==> src/rtl/sa_ws_nxn_if.sv <==
// Handshake bundle for sa_ws_nxn: weight-row load, activation stream
// and result vector. master = buffer/driver side, slave = array side.
interface sa_ws_nxn_if #(
   parameter int N  = 4,
   parameter int DW = 8,
   parameter int AW = 24
);
   logic            w_valid;
   logic            w_ready;
   logic [N*DW-1:0] w_row;
   logic            act_valid;
   logic            act_ready;
   logic [N*DW-1:0] act_in;
   logic            out_valid;
   logic [N*AW-1:0] psum_out;

   modport master (
      output w_valid, w_row, act_valid, act_in,
      input  w_ready, act_ready, out_valid, psum_out
   );

   modport slave (
      input  w_valid, w_row, act_valid, act_in,
      output w_ready, act_ready, out_valid, psum_out
   );
endinterface

==> src/rtl/sa_ws_nxn.sv <==
// N x N weight-stationary systolic array, signed matrix-vector stream.
// Ports: clk, rst (sync high), clear (flush, weights kept), bus (slave).
module sa_ws_nxn #(
   parameter int N  = 4,
   parameter int DW = 8,
   parameter int AW = 24
) (
   input  logic        clk,
   input  logic        rst,
   input  logic        clear,
   sa_ws_nxn_if.slave  bus
);
   localparam int LAT = 2 * N;
   localparam int RW  = $clog2(N);
   localparam int CW  = $clog2(2 * N + 1);

   typedef enum logic [1:0] {LOAD, RUN, DRAIN} state_t;

   state_t          state, state_nx;
   logic [RW-1:0]   row_cnt, row_cnt_nx;
   logic [CW-1:0]   fly_cnt;
   logic            w_rdy, a_rdy;
   logic            w_fire, a_fire;

   logic signed [DW-1:0] w_q   [N][N];
   logic signed [DW-1:0] a_src [N];
   logic signed [DW-1:0] a_row [N];
   logic signed [DW-1:0] a_pe  [N][N];
   logic signed [DW-1:0] act_q [N][N-1];
   logic signed [AW-1:0] p_up  [N][N];
   logic signed [AW-1:0] prod  [N][N];
   logic signed [AW-1:0] ps_q  [N][N];
   logic signed [AW-1:0] dsk   [N];

   logic [LAT-2:0]  tag;
   logic            ov_q;
   logic [N*AW-1:0] po_q;

   assign w_fire = (state == LOAD) && bus.w_valid;
   assign a_fire = (state == RUN) && bus.act_valid
                   && !bus.w_valid && !clear;

   // ---------------- control FSM ----------------
   always_ff @(posedge clk) begin
      if (rst) begin
         state   <= LOAD;
         row_cnt <= '0;
      end else begin
         state   <= state_nx;
         row_cnt <= row_cnt_nx;
      end
   end

   always_comb begin
      state_nx   = state;
      row_cnt_nx = row_cnt;
      w_rdy      = 1'b0;
      a_rdy      = 1'b0;
      unique case (state)
         LOAD: begin
            w_rdy = 1'b1;
            if (w_fire) begin
               if (row_cnt == RW'(N - 1)) begin
                  state_nx   = RUN;
                  row_cnt_nx = '0;
               end else begin
                  row_cnt_nx = row_cnt + RW'(1);
               end
            end
         end
         RUN: begin
            // a pending weight reload blocks new vectors
            a_rdy = !bus.w_valid && !clear;
            if (bus.w_valid) state_nx = DRAIN;
         end
         DRAIN: begin
            if (clear || fly_cnt == '0) state_nx = LOAD;
         end
         default: state_nx = LOAD;
      endcase
   end

   assign bus.w_ready   = w_rdy;
   assign bus.act_ready = a_rdy;

   // ---------------- in-flight counter ----------------
   always_ff @(posedge clk) begin
      if (rst || clear) begin
         fly_cnt <= '0;
      end else if (a_fire && !ov_q) begin
         fly_cnt <= fly_cnt + CW'(1);
      end else if (!a_fire && ov_q) begin
         fly_cnt <= fly_cnt - CW'(1);
      end
   end

   // ---------------- weight registers ----------------
   always_ff @(posedge clk) begin
      if (rst) begin
         for (int r = 0; r < N; r++)
            for (int c = 0; c < N; c++)
               w_q[r][c] <= '0;
      end else begin
         for (int r = 0; r < N; r++)
            if (w_fire && row_cnt == RW'(r))
               for (int c = 0; c < N; c++)
                  w_q[r][c] <= bus.w_row[c*DW +: DW];
      end
   end

   // ---------------- input skew ----------------
   genvar gi, gj;
   generate
      for (gi = 0; gi < N; gi++) begin : g_skew
         // idle cycles inject zeros so bubbles stay clean
         assign a_src[gi] = a_fire ? bus.act_in[gi*DW +: DW] : '0;
         if (gi == 0) begin : g_direct
            assign a_row[gi] = a_src[gi];
         end else begin : g_dly
            logic signed [DW-1:0] sk [gi];
            always_ff @(posedge clk) begin
               if (rst || clear) begin
                  for (int k = 0; k < gi; k++) sk[k] <= '0;
               end else begin
                  sk[0] <= a_src[gi];
                  for (int k = 1; k < gi; k++) sk[k] <= sk[k-1];
               end
            end
            assign a_row[gi] = sk[gi-1];
         end
      end
   endgenerate

   // ---------------- PE mesh ----------------
   generate
      for (gi = 0; gi < N; gi++) begin : g_row
         for (gj = 0; gj < N; gj++) begin : g_col
            logic signed [2*DW-1:0] m;
            if (gj == 0) begin : g_ain
               assign a_pe[gi][gj] = a_row[gi];
            end else begin : g_ash
               assign a_pe[gi][gj] = act_q[gi][gj-1];
            end
            if (gi == 0) begin : g_ptop
               assign p_up[gi][gj] = '0;
            end else begin : g_pdn
               assign p_up[gi][gj] = ps_q[gi-1][gj];
            end
            assign m = a_pe[gi][gj] * w_q[gi][gj];
            assign prod[gi][gj] = AW'(m);
         end
      end
   endgenerate

   always_ff @(posedge clk) begin
      if (rst || clear) begin
         for (int r = 0; r < N; r++) begin
            for (int c = 0; c < N - 1; c++) act_q[r][c] <= '0;
            for (int c = 0; c < N; c++)     ps_q[r][c]  <= '0;
         end
      end else begin
         for (int r = 0; r < N; r++) begin
            for (int c = 0; c < N - 1; c++) act_q[r][c] <= a_pe[r][c];
            for (int c = 0; c < N; c++)
               ps_q[r][c] <= p_up[r][c] + prod[r][c];
         end
      end
   end

   // ---------------- output deskew ----------------
   generate
      for (gj = 0; gj < N; gj++) begin : g_dsk
         if (gj == N - 1) begin : g_last
            assign dsk[gj] = ps_q[N-1][gj];
         end else begin : g_dly
            logic signed [AW-1:0] d [N-1-gj];
            always_ff @(posedge clk) begin
               if (rst || clear) begin
                  for (int k = 0; k < N - 1 - gj; k++) d[k] <= '0;
               end else begin
                  d[0] <= ps_q[N-1][gj];
                  for (int k = 1; k < N - 1 - gj; k++) d[k] <= d[k-1];
               end
            end
            assign dsk[gj] = d[N-2-gj];
         end
      end
   endgenerate

   // valid tag travels 2N-1 stages, then the output register
   always_ff @(posedge clk) begin
      if (rst || clear) begin
         tag  <= '0;
         ov_q <= 1'b0;
      end else begin
         tag  <= {tag[LAT-3:0], a_fire};
         ov_q <= tag[LAT-2];
      end
   end

   // result holds between pulses; flush does not erase it
   always_ff @(posedge clk) begin
      if (rst) begin
         po_q <= '0;
      end else if (tag[LAT-2] && !clear) begin
         for (int c = 0; c < N; c++) po_q[c*AW +: AW] <= dsk[c];
      end
   end

   assign bus.out_valid = ov_q;
   assign bus.psum_out  = po_q;
endmodule

==> src/flat_wrapper.sv <==
// flat-port wrapper written by rule: the top's interface ports become plain ports
module sa_ws_nxn_flat 
#(
   parameter int N  = 4,
   parameter int DW = 8,
   parameter int AW = 24
)
  (clk, rst, clear, bus_w_valid, bus_w_row, bus_act_valid, bus_act_in, bus_w_ready, bus_act_ready, bus_out_valid, bus_psum_out);
  sa_ws_nxn_if #(.N(N), .DW(DW), .AW(AW)) bus_i ();
  input  logic clk;
  input  logic rst;
  input  logic clear;
  input wire logic [$bits(bus_i.w_valid)-1:0] bus_w_valid;
  input wire logic [$bits(bus_i.w_row)-1:0] bus_w_row;
  input wire logic [$bits(bus_i.act_valid)-1:0] bus_act_valid;
  input wire logic [$bits(bus_i.act_in)-1:0] bus_act_in;
  output wire logic [$bits(bus_i.w_ready)-1:0] bus_w_ready;
  output wire logic [$bits(bus_i.act_ready)-1:0] bus_act_ready;
  output wire logic [$bits(bus_i.out_valid)-1:0] bus_out_valid;
  output wire logic [$bits(bus_i.psum_out)-1:0] bus_psum_out;
  assign bus_i.w_valid = bus_w_valid;
  assign bus_i.w_row = bus_w_row;
  assign bus_i.act_valid = bus_act_valid;
  assign bus_i.act_in = bus_act_in;
  assign bus_w_ready = bus_i.w_ready;
  assign bus_act_ready = bus_i.act_ready;
  assign bus_out_valid = bus_i.out_valid;
  assign bus_psum_out = bus_i.psum_out;
  sa_ws_nxn #(.N(N), .DW(DW), .AW(AW)) u_core (.clk(clk), .rst(rst), .clear(clear), .bus(bus_i));
endmodule
==> config.mk <==
export PLATFORM = sky130hd
export DESIGN_NAME = sa_ws_nxn_flat
export DESIGN_NICKNAME = d
export VERILOG_FILES = /design/src/rtl/sa_ws_nxn_if.sv /design/src/rtl/sa_ws_nxn.sv /design/src/flat_wrapper.sv
export SDC_FILE = /design/constraint.sdc
export NUM_CORES = 2
export LEC_CHECK = 0
export ABC_AREA = 1
export CORE_MARGIN = 3
export CORE_UTILIZATION = 31
export CTS_CLUSTER_DIAMETER = 40
export CTS_CLUSTER_SIZE = 30
export DETAILED_ROUTE_END_ITERATION = 10
export HOLD_SLACK_MARGIN = 0.06
export PLACE_DENSITY = 0.49
export SLEW_MARGIN = 20
export SYNTH_ARGS = -nofsm -noshare
export SYNTH_HDL_FRONTEND = slang
export SYNTH_SLANG_ARGS = --single-unit
export TNS_END_PERCENT = 10
==> constraint.sdc <==
create_clock -name clk -period 10.4 [get_ports clk]
set_clock_uncertainty 0.2 [all_clocks]
set_input_delay 1.56 -clock clk [delete_from_list [all_inputs] [get_ports clk]]
set_output_delay 1.56 -clock clk [all_outputs]
set_load 0.02 [all_outputs]
==> metrics <==
number of fill cells=30000; GRT overflow=0; TritonCTS clock tree=built; wire length per cell=approximately 14 um; Worst-Skew Late Latency=830 ps; Setup violations, final=0; synthesized instance count=11100; syn_area_per_cell=~8 um2; dpl ws=approximately 3500 ps; number of synthesized flops with an enable pin=128; drt first-iter violations=around 3000; Hold Path Origin=u_core.g_skew[3].g_dly.sk[0][13]; Cell Pwr Density=around 110 mW/mm2; antenna violations before repair=4; yosys warns=0; Setup TNS=0 ps; Initial Utilization=between 30% and 40%; outcome=completed; Die W=approximately 540 um; maximum clock insertion buffer count=4; DR pass1 iterations=6; Startpoint Class=input pin; Total GRT Usage=roughly 15%; Core Area=between 0.2 and 0.3 mm2; most used flip-flop cell after synthesis=dfxtp_1; met2 routed WL=between 90000 and 100000 um; clk root buf=clkbuf_16; first-pass GRT wire length=~350000 um; row cnt=a little under 200; worst min path class=reg2reg; Reg2Reg Setup Slack=roughly 4700 ps; critical path class=in2reg; hold buffers post-CTS=0; H-tree depth=4; syn nets=13300; die area=about 0.29 mm2; Storage cell area=around 0.019 mm2; Setup crit end kind=flip-flop; post-CTS setup buffer count=0; r2r startpoint=u_core.w_q[3][16]; CP startpoint=clear; crit path DAT=6490 ps; DRC=0; vias in the first global route=~66000; placed wire-length estimate=roughly 170000 um; CP max FO=11; met1 WL=104000 um; Sink Count=880; worst slew pin tran=about 1000 ps; Post-Syn Area=roughly 0.088 mm2; Max-slew headroom=30.6%; Slew Viols, Final=0; Non-Filler Instances=around 15000; fin area=~0.099 mm2; DR vias/cell=roughly 4.2; post-synthesis sequential area ratio=a little over a fifth; I/O Buffers=167; post-layout min period=about 6000 ps; Max VDD drop=about 0.13 mV; final hold vios=0; largest net degree at the start of global routing=167; via count=roughly 63000; Worst Path Required=about 11000 ps; Routability Congestion=between 0.8 and 0.9; ANT nets after route=0; placed cell areas=~0.093 mm2; Max Clk Rate=165 MHz; highest routed metal layer=met4; clock slew at reported path FFs=roughly 60 ps; chip height=about 540 um; #FFs+latches synth=880; routed wl met3=roughly 7700 um; leakage power=roughly 53 nW; fraction of layout instances using a drive strength above 1=~3.4%; fin util=roughly a third; setup ws final=about 4400 ps; Multi-input gate area=~0.055 mm2; quantity of gates resized following cts=0; Max-Cap Viols=0; unrepaired setup endpoints after global routing=false; Final Cycle Share=58.1%; DP Cell Count=between 10000 and 15000; Synth async-reset ratio=0%; IO Pins=approximately 170; Final nets=between 10000 and 15000; final wirelength=209000 um; area grow syn2layout=12.4%; Cell variety after synth=between 40 and 50; CTS buffer count=approximately 170
where the power goes:
part	internal, mW	switching [mW]	leakage [nW]	total (mW)
sequential	3.57	0.119	7.43	3.69
combinational	0.467	0.875	43.2	1.34
clock	3.56	2.03	2.82	5.58
cell usage in the layout (no fill, tap or decap), types with 12 or more instances in the layout:
cell             instances
nand3_1                257
fa_1                  1373
nor3_1                  17
edfxtp_1               128
o21a_1                  33
nor2_1                1213
a21o_1                  20
dfxtp_1                752
clkinv_4                22
xor2_1                  27
clkbuf_16              175
ha_1                   735
nand2_1               1967
or2_2                   13
o21ai_0                296
nand3b_1                13
inv_1                 3324
clkinvlp_4              25
a21oi_1                408
inv_6                   23
nand2_2                 22
o21bai_1                18
inv_2                   12
nand4_1                 52
clkdlybuf4s50_1        167
xnor2_1                 29
bufinv_16               14
Yosys cell counts (27+ instances only):
| master | n | area (um2) |
|---|---|---|
| inv_1 | 3324 | 12500 |
| nand2_1 | 1972 | 7400 |
| fa_1 | 1373 | 27500 |
| nor2_1 | 1213 | 4550 |
| dfxtp_1 | 752 | 15100 |
| ha_1 | 735 | 9200 |
| a21oi_1 | 408 | 2040 |
| o21ai_0 | 297 | 1490 |
| nand3_1 | 258 | 1290 |
| clkbuf_1 | 256 | 961 |
| edfxtp_1 | 128 | 3840 |
| buf_2 | 79 | 395 |
| nand4_1 | 52 | 325 |
| o21a_1 | 33 | 248 |
| xnor2_1 | 29 | 254 |
| xor2_1 | 27 | 236 |
kinds of logic (layout without fill, tap and decap cells):
kind of cell,count (synthesis),count (layout),synth area share (%)
adder cells (fa/ha/maj),2108,2108,41.5
flip-flops,880,880,21.4
buffers and inverters,3687,3831,15.9
other,0,2,0
XOR/XNOR,56,56,0.555
AND/OR/NAND/NOR,3578,3578,16.0
AO/OA/AOI/OAI,786,786,4.69
state kept, by name, indices dropped and copies added (netlist names):
register and cells:
u_core.g_dsk.g_dly.d 144, u_core.act_q 96, u_core.g_skew.g_dly.sk 48, u_core.row_cnt 2
u_core.fly_cnt 4, u_core.w_q 128, u_core.bus.out_valid 1, u_core.tag 7
u_core.state 2, u_core.bus.psum_out 96, u_core.ps_q 352
per-layer routing:
| metal | GRT usage, % | up-vias |
|---|---|---|
| met1 | 20.9 | 30000 |
| met2 | 24.0 | 902 |
| li1 | - | 32000 |
| met4 | 3.11 | 0 |
| met3 | 1.84 | 239 |
| met5 | 0 | - |
worst max-delay path, cell delays in order:
cell,delay (ps)
clkdlybuf4s50_1,570
nor2_4,180
nand2_2,80
inv_2,240
nand2_4,170
nor2_4,140
inv_1,100
fa_1,780
fa_1,510
fa_1,510
inv_1,50
fa_1,440
ha_1,380
inv_1,90
nor3_1,240
o21ai_0,120
nand3_1,120
xor2_1,150
nor2_1,50
metrics by stage:
stage                     hold WS, ps  total power [mW]
after floorplan                   194              4.70
after detailed placement          198              5.11
after CTS                        93.8              10.8
after global routing              100              11.2
after global placement            195              5.11
final                             104              10.6
worst paths after layout:
path	to	depth (start not counted)
min reg2reg	u_core.g_skew[3].g_dly.sk[0][21]	2
max	u_core.ps_q[0][86]	19
max reg2reg	u_core.ps_q[1][158]	17
min	u_core.g_skew[3].g_dly.sk[0][21]	2
layout make-up:
cell class	count	area share [%]
antenna	2	0.00504
clock buffer	190	4.56
clock inverter	121	1.39
inverter	3340	12.6
multi-input combinational	6528	55.9
sequential	880	19.0
tap	3743	4.71
timing repair buffer	180	1.82
No activity file was read; power rests on OpenSTA's default activity.
